<file path="src/rtl/adder_pkg.sv">
// Shared types and constants for the adder response block.
package adder_pkg;

  typedef enum logic {
    OP_ADD = 1'b0,
    OP_SUB = 1'b1
  } op_e;

  localparam int unsigned DEFAULT_WIDTH = 8;

endpackage

</file>
<file path="src/rtl/adder_resp_if.sv">
// Operand request channel and result response channel of adder_resp.
interface adder_resp_if
  import adder_pkg::*;
#(
  parameter int unsigned WIDTH = DEFAULT_WIDTH
);

  logic             in_valid;
  logic             in_ready;
  op_e              in_op;
  logic [WIDTH-1:0] in_a;
  logic [WIDTH-1:0] in_b;
  logic             in_cin;

  logic             out_valid;
  logic             out_ready;
  logic [WIDTH:0]   out_sum;

  // Initiator: issues operands and consumes results.
  modport master (
    output in_valid, in_op, in_a, in_b, in_cin, out_ready,
    input  in_ready, out_valid, out_sum
  );

  // The adder block itself.
  modport slave (
    input  in_valid, in_op, in_a, in_b, in_cin, out_ready,
    output in_ready, out_valid, out_sum
  );

endinterface

</file>
<file path="src/rtl/adder_fifo.sv">
// Registered result queue; head entry is visible on dout the cycle after its push.
module adder_fifo #(
  parameter int unsigned DEPTH = 2,
  parameter int unsigned DW    = 9
) (
  input  logic                         clk,
  input  logic                         rst,
  input  logic                         push,
  input  logic                         pop,
  input  logic [DW-1:0]                din,
  output logic [DW-1:0]                dout,
  output logic                         full,
  output logic                         empty,
  output logic [$clog2(DEPTH+1)-1:0]   count
);

  localparam int unsigned PW = $clog2(DEPTH);
  localparam int unsigned CW = $clog2(DEPTH+1);

  logic [DW-1:0] mem_q [DEPTH];
  logic [DW-1:0] mem_d [DEPTH];
  logic [PW-1:0] wr_ptr_q, wr_ptr_d;
  logic [PW-1:0] rd_ptr_q, rd_ptr_d;
  logic [CW-1:0] count_q, count_d;
  logic          do_push, do_pop;

  assign full  = (count_q == CW'(DEPTH));
  assign empty = (count_q == '0);
  assign count = count_q;
  assign dout  = mem_q[rd_ptr_q];

  // Next-state: guarded push/pop, pointers wrap at DEPTH (not a power of two in general).
  always_comb begin
    mem_d    = mem_q;
    wr_ptr_d = wr_ptr_q;
    rd_ptr_d = rd_ptr_q;
    count_d  = count_q;
    do_push  = push && !full;
    do_pop   = pop && !empty;
    if (do_push) begin
      mem_d[wr_ptr_q] = din;
      wr_ptr_d = (wr_ptr_q == PW'(DEPTH - 1)) ? '0 : wr_ptr_q + PW'(1);
    end
    if (do_pop) begin
      rd_ptr_d = (rd_ptr_q == PW'(DEPTH - 1)) ? '0 : rd_ptr_q + PW'(1);
    end
    if (do_push && !do_pop) begin
      count_d = count_q + CW'(1);
    end else if (do_pop && !do_push) begin
      count_d = count_q - CW'(1);
    end
  end

  // State register; storage is cleared so dout reads zero until the first push.
  always_ff @(posedge clk) begin
    if (rst) begin
      for (int i = 0; i < DEPTH; i++) begin
        mem_q[i] <= '0;
      end
      wr_ptr_q <= '0;
      rd_ptr_q <= '0;
      count_q  <= '0;
    end else begin
      mem_q    <= mem_d;
      wr_ptr_q <= wr_ptr_d;
      rd_ptr_q <= rd_ptr_d;
      count_q  <= count_d;
    end
  end

endmodule

</file>
<file path="src/rtl/adder_resp.sv">
// Add/subtract unit with a result queue and a saturating accept counter.
module adder_resp
  import adder_pkg::*;
#(
  parameter int unsigned WIDTH = DEFAULT_WIDTH,
  parameter int unsigned DEPTH = 2
) (
  input  logic         clk,
  input  logic         rst,
  adder_resp_if.slave  bus,
  output logic [15:0]  acc_count
);

  localparam int unsigned CW = $clog2(DEPTH+1);

  logic [WIDTH:0] result;
  logic           push, pop, full, empty;
  logic [CW-1:0]  count;
  logic [15:0]    acc_count_q, acc_count_d;

  // Result is WIDTH+1 bits: carry for ADD, two's-complement borrow bit for SUB.
  always_comb begin
    result = '0;
    unique case (bus.in_op)
      OP_ADD: result = {1'b0, bus.in_a} + {1'b0, bus.in_b} + (WIDTH+1)'(bus.in_cin);
      OP_SUB: result = {1'b0, bus.in_a} - {1'b0, bus.in_b};
      default: result = '0;
    endcase
  end

  // in_ready depends only on occupancy and reset, never on out_ready.
  assign bus.in_ready  = !rst && !full;
  assign push          = bus.in_valid && bus.in_ready;
  assign bus.out_valid = !empty;
  assign pop           = bus.out_valid && bus.out_ready;

  adder_fifo #(
    .DEPTH (DEPTH),
    .DW    (WIDTH + 1)
  ) u_fifo (
    .clk   (clk),
    .rst   (rst),
    .push  (push),
    .pop   (pop),
    .din   (result),
    .dout  (bus.out_sum),
    .full  (full),
    .empty (empty),
    .count (count)
  );

  // Accept counter sticks at all-ones.
  always_comb begin
    acc_count_d = acc_count_q;
    if (push && (acc_count_q != 16'hFFFF)) begin
      acc_count_d = acc_count_q + 16'd1;
    end
  end

  // Counter register.
  always_ff @(posedge clk) begin
    if (rst) begin
      acc_count_q <= '0;
    end else begin
      acc_count_q <= acc_count_d;
    end
  end

  assign acc_count = acc_count_q;

  full_matches_count: assert property (@(posedge clk) disable iff (rst)
    full == (count == CW'(DEPTH)));

endmodule

</file>
<file path="src/flat_wrapper.sv">
// flat-port wrapper written by rule: the top's interface ports become plain ports
module adder_resp_flat import adder_pkg::*;
#(
  parameter int unsigned WIDTH = DEFAULT_WIDTH,
  parameter int unsigned DEPTH = 2
)
  (clk, rst, acc_count, bus_in_valid, bus_in_op, bus_in_a, bus_in_b, bus_in_cin, bus_out_ready, bus_in_ready, bus_out_valid, bus_out_sum);
  adder_resp_if #(.WIDTH(WIDTH)) bus_i ();
  input  logic clk;
  input  logic rst;
  output logic [15:0] acc_count;
  input wire logic [$bits(bus_i.in_valid)-1:0] bus_in_valid;
  input wire logic [$bits(bus_i.in_op)-1:0] bus_in_op;
  input wire logic [$bits(bus_i.in_a)-1:0] bus_in_a;
  input wire logic [$bits(bus_i.in_b)-1:0] bus_in_b;
  input wire logic [$bits(bus_i.in_cin)-1:0] bus_in_cin;
  input wire logic [$bits(bus_i.out_ready)-1:0] bus_out_ready;
  output wire logic [$bits(bus_i.in_ready)-1:0] bus_in_ready;
  output wire logic [$bits(bus_i.out_valid)-1:0] bus_out_valid;
  output wire logic [$bits(bus_i.out_sum)-1:0] bus_out_sum;
  assign bus_i.in_valid = bus_in_valid;
  assign bus_i.in_op = bus_in_op;
  assign bus_i.in_a = bus_in_a;
  assign bus_i.in_b = bus_in_b;
  assign bus_i.in_cin = bus_in_cin;
  assign bus_i.out_ready = bus_out_ready;
  assign bus_in_ready = bus_i.in_ready;
  assign bus_out_valid = bus_i.out_valid;
  assign bus_out_sum = bus_i.out_sum;
  adder_resp #(.WIDTH(WIDTH), .DEPTH(DEPTH)) u_core (.clk(clk), .rst(rst), .bus(bus_i), .acc_count(acc_count));
endmodule
</file>
<file path="config.mk">
export PLATFORM = sky130hd
export DESIGN_NAME = adder_resp_flat
export DESIGN_NICKNAME = d
export VERILOG_FILES = /design/src/rtl/adder_pkg.sv /design/src/rtl/adder_resp_if.sv /design/src/rtl/adder_fifo.sv /design/src/rtl/adder_resp.sv /design/src/flat_wrapper.sv
export SDC_FILE = /design/constraint.sdc
export NUM_CORES = 1
export LEC_CHECK = 0
export BUFFER_PORTS_ARGS = -buffer_cell sky130_fd_sc_hd__buf_2
export CAP_MARGIN = 0
export CORE_AREA = 4 4 64 90
export CTS_CLUSTER_SIZE = 25
export DETAILED_ROUTE_END_ITERATION = 7
export DIE_AREA = 0 0 68 94
export GPL_ROUTABILITY_DRIVEN = 0
export HOLD_SLACK_MARGIN = 0.12
export PLACE_DENSITY = 0.73
export REMOVE_ABC_BUFFERS = 1
export SLEW_MARGIN = 20
export SYNTH_ARGS = -nofsm -noshare
export SYNTH_HDL_FRONTEND = slang
export SYNTH_SLANG_ARGS = --single-unit
</file>
<file path="constraint.sdc">
create_clock -name clk -period 1.9 [get_ports clk]
set_input_delay 0 -clock clk [delete_from_list [all_inputs] [get_ports clk]]
set_output_delay 0 -clock clk [all_outputs]
set_load 0.02 [all_outputs]
</file>
==> results of run 1 <==
## cell families (layout without fill, tap and decap cells)
group	count (synthesis)	count (layout)	share of synthesized area [%]
AO/OA/AOI/OAI	66	66	19.6
XOR/XNOR	19	19	7.06
adder cells (fa/ha/maj)	20	20	11.6
buffers and inverters	28	90	4.94
flip-flops	38	38	32.3
multiplexers	14	14	6.53
AND/OR/NAND/NOR	86	86	18.0
## worst max-delay path, stage by stage, from the launching register on
cell and delay [ns]:
dfxtp_1 0.35, and4_1 0.24, and4_4 0.22, a2111oi_4 0.29, buf_4 0.20, nand3_1 0.09, xnor2_1 0.13, and2_1 0.15
## layer usage
metal	vias to the layer above	track usage (%)	part of all wire (%)
met4	0	5.80	1.6
met2	43	31.5	53
met1	986	18.8	40
met5	-	0	0
met3	10	2.40	4.6
li1	1081	-	-
## state kept, by name (all words and copies together), names as in the netlist
register                count
u_core.u_fifo.count         2
u_core.u_fifo.wr_ptr_q      1
u_core.u_fifo.mem_q        18
u_core.acc_count           16
u_core.u_fifo.rd_ptr_q      1
## power breakdown
group,switching [uW],total (uW),internal [uW],leakage (uW)
registers,84.9,964,879,0.000309
logic,404,720,316,0.000968
clock network,282,668,386,0.0000579
## metrics by stage
step                      util [%]  hold slack [ns]  cells  worst slack (ns)   TNS, ns
after floorplan                  -           0.0691    261            0.0997         0
after global placement        54.2            0.370    388            -0.181    -0.498
after detailed placement      54.2            0.382    388            -0.239    -0.703
after CTS                     56.7            0.208    398            0.0343         0
after global routing          57.0            0.243    399          -0.00941  -0.00941
final                         57.0            0.215    399             0.133         0
## worst min-delay path by stage
stage / slack, ns / from / endpoint
2_1_floorplan: 0.07 / rst / u_core.acc_count[10]
3_3_place_gp: 0.37 / bus_out_ready / u_core.u_fifo.rd_ptr_q
3_5_place_dp: 0.38 / rst / u_core.acc_count[12]
4_1_cts: 0.21 / bus_in_valid / u_core.u_fifo.wr_ptr_q
5_1_grt: 0.24 / bus_in_valid / u_core.u_fifo.wr_ptr_q
6_report: 0.22 / bus_in_valid / u_core.u_fifo.wr_ptr_q
## cell type report
class	count	share of cell area (%)
Tap cell	66	2.87
Timing Repair Buffer	64	12.7
Clock buffer	5	2.39
Inverter	18	2.48
Multi-Input combinational cell	205	51.7
Sequential cell	38	26.5
Clock inverter	3	1.39
## placed cells by master, fill, tap and decap left out, types with 8 or more instances in the layout
cell	n
buf_2	48
dfxtp_1	38
nor2_1	25
o21ai_0	20
nand2_1	18
ha_1	17
inv_1	16
buf_4	14
a21oi_1	12
mux2_2	11
xor2_1	11
nand3_1	11
a211oi_1	8
xnor2_1	8
## repair_timing
action                     CTS  global route
hold buffers                 2             0
hold endpoints to repair     6             0
buffers inserted             0             1
gates resized for setup      0             1
setup endpoints to repair    0             5
==> qor.yml, run 1 <==
clkLatencyLatePin_ns: 0.28
num_rows: 31
cts_tree: "yes"
seqCellArea_um2: 761
async_reset_ff_share_pct: 0
fin_skew_ns: 0.00270
drtAntennaViolNets: 0
post-route-period-util_pct: 93.0
syn-cell-area_mm2: 0.00236
yosys-top-cells-area: "dfxtp_1, ha_1, mux2_2"
leakagePower_uw: 0.00133
yosysSeqAreaShare_pct: 32.3
yosysTopAreaCell: "dfxtp_1"
reg2regPathDepth: 7
avgSynthCellArea_um2: 8.70
path_class: "reg2reg"
drive_gt1_share_pct: 27.9
power_uw: 2350
max_slew_margin_pct: 65.3
reg2reg_slack_ns: 0.13
setup_viol: 0
first_pass_iters: 4
hold_viol: 0
powerDensity_mw_per_mm2: 818
vias_per_cell: 5.31
r2r-end: "u_core.acc_count[11]"
yosysMostFrequentCell: "dfxtp_1"
synth-main-ff-cell: "dfxtp_1"
grt_usage_pct: 16.9
hpwl_um: 3980
cts_made_buffers: 5
start_util_pct: 46.7
route.detailed.drc: 0
wl_per_cell_um: 12.8
cts_root_buf: "clkbuf_8"
coreArea_mm2: 0.00504
crit_start: "u_core.acc_count[9]"
max-cap-violations: 0
via_count: 2120
critPathMaxFanout: 5
yosysWarnings: 0
antenna_found_initial: 0
drt_wl_total_um: 5100
drv_slew: 0
min_path_cells: 5
post_dp_cell_area_mm2: 0.00273
status: "finished clean"
synth_edf_count: 0
syn2layout_area_growth_pct: 22.0
htree_num_levels: 2
nFillCells: 501
yosysTopAreaCellShare_pct: 32.3
period_minus_slack_ns: 1.77
finalNetCount: 374
multi_input_area_mm2: 0.00149
diodes: 0
die_w_um: 68
crit_required_ns: 2.08
num_io_pins: 49
critPathLaunchType: "flip-flop"
ys_ff_latch: 38
timing.fmax_ghz: 0.566
synth_common_cells: "dfxtp_1, nor2_1, o21ai_0, nand2_1, ha_1"
vdd_drop_max_mv: 0.375
grt_pass1_wl_um: 8570
cts.sinks: 38
finalInstanceArea_mm2: 0.00288
hp-class: "in2reg"
synthCells: 271
worstMarginPinSlew_ns: 0.519
clock_path_buffers: 2
timing.rr.start: "u_core.acc_count[9]"
grt_overflow_total: 0
drt-initial-drc-count: 95
clk_pin_slew_ns: 0.07
grt_max_degree: 26
dieArea_mm2: 0.00639
port_buffers: 48
cp-endpoint: "u_core.acc_count[11]"
synth.distinct_cells: 43
die_y_um: 94
crit_arrival_ns: 1.95
crit_path_end_kind: "flip-flop"
grt_pass1_vias: 2014
Note: power is estimated with default switching activity, not from simulation.
==> run 2: changes to the inputs <==
--- a/config.mk
+++ b/config.mk
@@ -5,6 +5,7 @@
 export SDC_FILE = /design/constraint.sdc
 export NUM_CORES = 1
 export LEC_CHECK = 0
+export ABC_CLOCK_PERIOD_IN_PS = 1900
 export BUFFER_PORTS_ARGS = -buffer_cell sky130_fd_sc_hd__buf_2
 export CAP_MARGIN = 0
 export CORE_AREA = 4 4 64 90
@@ -13,7 +14,7 @@
 export DIE_AREA = 0 0 68 94
 export GPL_ROUTABILITY_DRIVEN = 0
 export HOLD_SLACK_MARGIN = 0.12
-export PLACE_DENSITY = 0.73
+export PLACE_DENSITY = 0.77
 export REMOVE_ABC_BUFFERS = 1
 export SLEW_MARGIN = 20
 export SYNTH_ARGS = -nofsm -noshare
==> run 2 against run 1 <==
Routed wire length is 1.5% higher. Critical path depth is the same. Register-to-register slack hardly changed. Sequential power hardly changed. Via count decreased by 0.52%. Clock skew up 0.00068 ns. Die area is the same. Clock power shrank 24%. Sequential share of layout area about the same. Clock-buffer cell count up 2. Global-route usage up 0.66 points.
==> qor.yml, run 2 (same netlist as run 1, synthesis figures left out) <==
status: "finished clean"  # unchanged
timing.hold.ws_ns: 0.208  # was 0.215 ns
drive_gt1_share_pct: 28.1  # was 27.9%
hp-class: "in2reg"  # unchanged
cts_made_buffers: 5  # unchanged
layout_setup_ws_ns: 0.119  # was 0.133 ns
rsz0062_at_grt: "no"
start_util_pct: 46.7  # unchanged
tns_ns: 0  # unchanged
worst_path_max_delay_cell: "dfxtp_1"  # unchanged
critPathLaunchType: "flip-flop"  # unchanged
layout_commonest_cell: "buf_2"  # unchanged
dp.cells: 390  # was 388
clock_path_buffers: 2  # unchanged
place_ws_ns: -0.207  # was -0.239 ns
route.detailed.drc: 0  # unchanged
final_cell_mix: "buf_2, dfxtp_1, nor2_1"  # unchanged
crit_required_ns: 2.08  # about the same
hold_viol: 0  # unchanged
antenna_found_initial: 0  # unchanged
finalNonFillerCells: 400  # was 399
die_w_um: 68  # unchanged
cts.sinks: 38  # unchanged
drt-initial-drc-count: 57  # was 95
setup_viol: 0  # unchanged
path_class: "reg2reg"  # unchanged
powerDensity_mw_per_mm2: 769  # was 818 mW/mm2
clkLatencyLatePin_ns: 0.29  # was 0.28 ns
post-route-period-util_pct: 93.7  # was 93.0%
grt_max_degree: 26  # unchanged
max_slew_margin_pct: 63.6  # was 65.3%
nFillCells: 478  # was 501
grt_usage_pct: 17.6  # was 16.9%
port_buffers: 48  # unchanged
max_stage_delay_ns: 0.34  # was 0.35 ns
max-cap-violations: 0  # unchanged
syn2layout_area_growth_pct: 21.8  # was 22.0%
coreArea_mm2: 0.00504  # unchanged
num_io_pins: 49  # unchanged
wl_per_cell_um: 13.0  # was 12.8 um
critPathMaxFanout: 5  # unchanged
worstMarginPinSlew_ns: 0.544  # was 0.519 ns
drtAntennaViolNets: 0  # unchanged
period_minus_slack_ns: 1.78  # was 1.77 ns
timing.fmax_ghz: 0.561  # was 0.566 GHz
diodes: 0  # unchanged
crit_arrival_ns: 1.96  # was 1.95 ns
dieArea_mm2: 0.00639  # unchanged
htree_num_levels: 2  # unchanged
clk_pin_slew_ns: 0.07  # about the same
regMostFlops: "u_core.u_fifo.mem_q"  # unchanged
drv_slew: 0  # unchanged
drt_wl_total_um: 5180  # was 5100 um
grt_pass1_vias: 2089  # was 2,014
grt_overflow_total: 0  # unchanged
fin_skew_ns: 0.00338  # was 0.00270 ns
crit_path_end_kind: "flip-flop"  # unchanged
largest_register_ff_count: 18  # unchanged
cts_tree: "yes"  # unchanged
grt_pass1_wl_um: 8870  # was 8570 um
cts_root_buf: "clkbuf_8"  # unchanged
via_count: 2109  # was 2,120
finalNetCount: 376  # was 374
first_pass_iters: 4  # unchanged
die_y_um: 94  # unchanged
crit_chain: "and4_1 > and4_4 > a2111oi_4 > buf_4 > nand3_1 > xnor2_1 > and2_1"  # unchanged
vdd_drop_max_mv: 0.433  # was 0.375 mV
hpwl_um: 4050  # was 3980 um
leakagePower_uw: 0.00133  # about the same
num_rows: 31  # unchanged
vias_per_cell: 5.27  # was 5.31
power_uw: 2210  # was 2350 uW
[run 2: what timing repair did]
action	CTS	global route
hold buffers	2	0
gates resized for setup	0	3
endpoints found under the hold margin	7	0
endpoints found under the setup margin	0	8
setup buffers	0	1
[run 2: path summary, 6_finish.rpt]
path,startpoint,end,slack (ns),depth (start not counted)
setup / recovery,u_core.acc_count[15],u_core.acc_count[11],0.12,7
hold / removal,bus_in_valid,u_core.u_fifo.wr_ptr_q,0.21,5
setup reg to reg,u_core.acc_count[15],u_core.acc_count[11],0.12,7
hold reg to reg,u_core.u_fifo.mem_q[10],u_core.u_fifo.mem_q[10],0.46,2
[run 2: final cells by class]
type	count	area, um2	area share, %
inverter	18	71.3	2.48
sequential	38	761	26.5
multi-input combinational	205	1500	52.2
timing repair buffer	66	380	13.2
tap	66	82.6	2.88
clock buffer	7	76.3	2.66
[run 2: worst max-delay path, delay by kind of cell (launching register included)]
family	cells	cell delay (ns)
AOI/OAI and AO/OA	1	0.30
xor gates and xnor gates	1	0.13
buffers and inverters	1	0.20
DFF	1	0.34
and+or+nand+nor	4	0.71
[run 2: metal layers]
layer,wire (um),global-route usage (%),vias to the layer above
met4,52,3.98,0
met5,0,0,-
met2,2720,33.1,49
li1,-,-,1080
met3,258,3.95,6
met1,2150,19.2,974
[run 2: power breakdown]
group / internal, uW / switching [uW]
registers: 880 / 83.4
logic: 320 / 415
clock network: 252 / 256
[run 2: through the flow]
stage	utilization (%)	instance area, um2
final	56.9	2870
after global routing	56.9	2870
after CTS	56.4	2840
after detailed placement	54.5	2750
after global placement	54.5	2750
after floorplan	-	2310
==> run 3: changes to the inputs <==
--- a/config.mk
+++ b/config.mk
@@ -5,16 +5,16 @@
 export SDC_FILE = /design/constraint.sdc
 export NUM_CORES = 1
 export LEC_CHECK = 0
-export ABC_CLOCK_PERIOD_IN_PS = 1900
+export ABC_CLOCK_PERIOD_IN_PS = 2150
 export BUFFER_PORTS_ARGS = -buffer_cell sky130_fd_sc_hd__buf_2
 export CAP_MARGIN = 0
-export CORE_AREA = 4 4 64 90
+export CORE_AREA = 4 4 64 89
 export CTS_CLUSTER_SIZE = 25
 export DETAILED_ROUTE_END_ITERATION = 7
-export DIE_AREA = 0 0 68 94
+export DIE_AREA = 0 0 68 93
 export GPL_ROUTABILITY_DRIVEN = 0
 export HOLD_SLACK_MARGIN = 0.12
-export PLACE_DENSITY = 0.77
+export PLACE_DENSITY = 0.75
 export REMOVE_ABC_BUFFERS = 1
 export SLEW_MARGIN = 20
 export SYNTH_ARGS = -nofsm -noshare
==> constraint.sdc (replaced) <==
create_clock -name clk -period 2.15 [get_ports clk]
set_input_delay 0 -clock clk [delete_from_list [all_inputs] [get_ports clk]]
set_output_delay 0 -clock clk [all_outputs]
set_load 0.02 [all_outputs]
==> run 3 against run 2 <==
Critical path depth is 1 lower. Sequential share of layout area is 0.72 points higher. Largest cell class unchanged. Power is 7.4% lower. Sequential cell count stayed put. Highest routed layer unchanged.
==> qor.yml, run 3 (same netlist as run 1, synthesis figures left out) <==
status: "finished clean"  # unchanged
reg2regPathDepth: 6  # was 7
clk_pin_slew_ns: 0.07  # about the same
final_cell_mix: "buf_2, dfxtp_1, nor2_1"  # unchanged
finalNetCount: 364  # was 376
top_layer_used: "met4"  # unchanged
timing.fmax_ghz: 0.538  # was 0.561 GHz
die_w_um: 68  # unchanged
cts.sinks: 38  # unchanged
first_pass_iters: 4  # unchanged
regMostFlops: "u_core.u_fifo.mem_q"  # unchanged
clkLatencyLatePin_ns: 0.29  # about the same
hp-class: "in2reg"  # unchanged
reg2reg_slack_ns: 0.29  # was 0.12 ns
max-cap-violations: 0  # unchanged
nFillCells: 482  # was 478
dieArea_mm2: 0.00632  # was 0.00639 mm2
vias_per_cell: 5.37  # was 5.27
wl_per_cell_um: 12.8  # was 13.0 um
coreArea_mm2: 0.00488  # was 0.00504 mm2
drive_gt1_share_pct: 25.1  # was 28.1%
num_io_pins: 49  # unchanged
htree_num_levels: 2  # unchanged
drv_slew: 0  # unchanged
max_stage_delay_ns: 0.49  # was 0.34 ns
r2r-end: "u_core.acc_count[11]"  # unchanged
setup_viol: 0  # unchanged
crit_buf_inv: 0  # was 1
cts_tree: "yes"  # unchanged
powerDensity_mw_per_mm2: 731  # was 769 mW/mm2
worst_path_max_delay_cell: "a2111oi_4"  # was dfxtp_1
via_count: 2079  # was 2,109
timing.hold.ws_ns: 0.221  # was 0.208 ns
crit_start: "u_core.acc_count[8]"  # was u_core.acc_count[15]
met2WireLength_um: 2600  # was 2720 um
syn2layout_area_growth_pct: 18.6  # was 21.8%
critPathMaxFanout: 6  # was 5
rsz0062_at_grt: "no"  # unchanged
grt_max_degree: 26  # unchanged
vdd_drop_max_mv: 0.339  # was 0.433 mV
route.detailed.drc: 0  # unchanged
cts_root_buf: "clkbuf_8"  # unchanged
worstMarginPinSlew_ns: 0.570  # was 0.544 ns
grt_overflow_total: 0  # unchanged
fin_skew_ns: 0.00288  # was 0.00338 ns
crit_arrival_ns: 2.05  # was 1.96 ns
die_y_um: 93  # was 94 um
critPathLaunchType: "flip-flop"  # unchanged
tns_ns: 0  # unchanged
antenna_found_initial: 0  # unchanged
hold_viol: 0  # unchanged
crit_required_ns: 2.34  # was 2.08 ns
post_dp_cell_area_mm2: 0.00266  # was 0.00275 mm2
crit_cells: 6  # was 7
grt_pass1_wl_um: 8420  # was 8870 um
crit_path_end_kind: "flip-flop"  # unchanged
crit_family: "simple AND/OR/NAND/NOR gates"  # unchanged
drt-initial-drc-count: 96  # was 57
period_minus_slack_ns: 1.86  # was 1.78 ns
drtAntennaViolNets: 0  # unchanged
wl_met3_um: 224  # was 258 um
wl_met1_um: 2050  # was 2150 um
largest_register_ff_count: 18  # unchanged
clock_path_buffers: 2  # unchanged
finalInstanceArea_mm2: 0.00280  # was 0.00287 mm2
diodes: 0  # unchanged
grt_usage_pct: 17.1  # was 17.6%
layout_commonest_cell: "buf_2"  # unchanged
crit_chain: "and4_1 > and4_4 > a2111oi_4 > nand3_1 > xnor2_1 > and2_1"  # was and4_1 > and4_4 > a2111oi_4 > buf_4 > nand3_1 > xnor2_1 > and2_1
seqCellArea_um2: 761  # unchanged
hpwl_um: 3810  # was 4050 um
cts_resized: 0  # unchanged
cp-endpoint: "u_core.acc_count[11]"  # unchanged
multi_input_area_mm2: 0.00148  # was 0.00150 mm2
port_buffers: 48  # unchanged
drt_wl_total_um: 4950  # was 5180 um
timing.rr.start: "u_core.acc_count[8]"  # was u_core.acc_count[15]
max_slew_margin_pct: 61.9  # was 63.6%
post-route-period-util_pct: 86.4  # was 93.7%
cts_made_buffers: 5  # unchanged
leakagePower_uw: 0.00128  # was 0.00133 uW
path_class: "reg2reg"  # unchanged
num_rows: 30  # was 31
start_util_pct: 48.3  # was 46.7%
grt_pass1_vias: 1964  # was 2,089
-- run 3: final cells by class --
cell class | count | share of cell area, %
multi-input combinational | 205 | 53.0
sequential | 38 | 27.2
timing repair buffer | 54 | 10.5
clock buffer | 8 | 3.94
tap | 64 | 2.86
inverter | 18 | 2.55
-- run 3: routing by layer --
metal,up-vias,track usage (%)
met5,-,0
met4,0,6.30
met3,6,3.25
met2,43,30.9
met1,978,19.0
li1,1052,-
-- run 3: through the flow --
step                      setup slack, ns  total power (uW)  util (%)  std cells
after floorplan                     0.350              1300         -        261
after global placement             0.0858              1480      54.4        376
after detailed placement           0.0654              1490      54.4        376
after CTS                           0.288              2070      57.3        387
after global routing                0.161              2170      57.3        387
final                               0.293              2040      57.3        387
-- run 3: how the worst min path moves through the flow --
stage / cells past startpoint / start / end
after floorplan: 1 / rst / u_core.acc_count[10]
after global placement: 4 / bus_out_ready / u_core.u_fifo.rd_ptr_q
after detailed placement: 4 / bus_out_ready / u_core.u_fifo.rd_ptr_q
after CTS: 4 / bus_in_a[0] / u_core.u_fifo.mem_q[0]
after global routing: 4 / bus_in_a[0] / u_core.u_fifo.mem_q[0]
final: 4 / bus_in_a[0] / u_core.u_fifo.mem_q[0]
-- run 3: report_power, final --
group          total, uW  switching [uW]  leakage, uW  internal [uW]
clock                570             246    0.0000575            324
sequential           858            80.7     0.000309            777
combinational        615             346     0.000912            269
-- run 3: what timing repair did --
action,CTS,global route
hold endpoints to repair,12,0
hold buffers,3,0
setup buffers,0,0
-- run 3: worst register-to-register path, cell delays in order, from the launching register on --
cell       delay [ns]
dfxtp_1          0.35
and4_1           0.24
and4_4           0.22
a2111oi_4        0.49
nand3_1          0.16
xnor2_1          0.15
and2_1           0.15
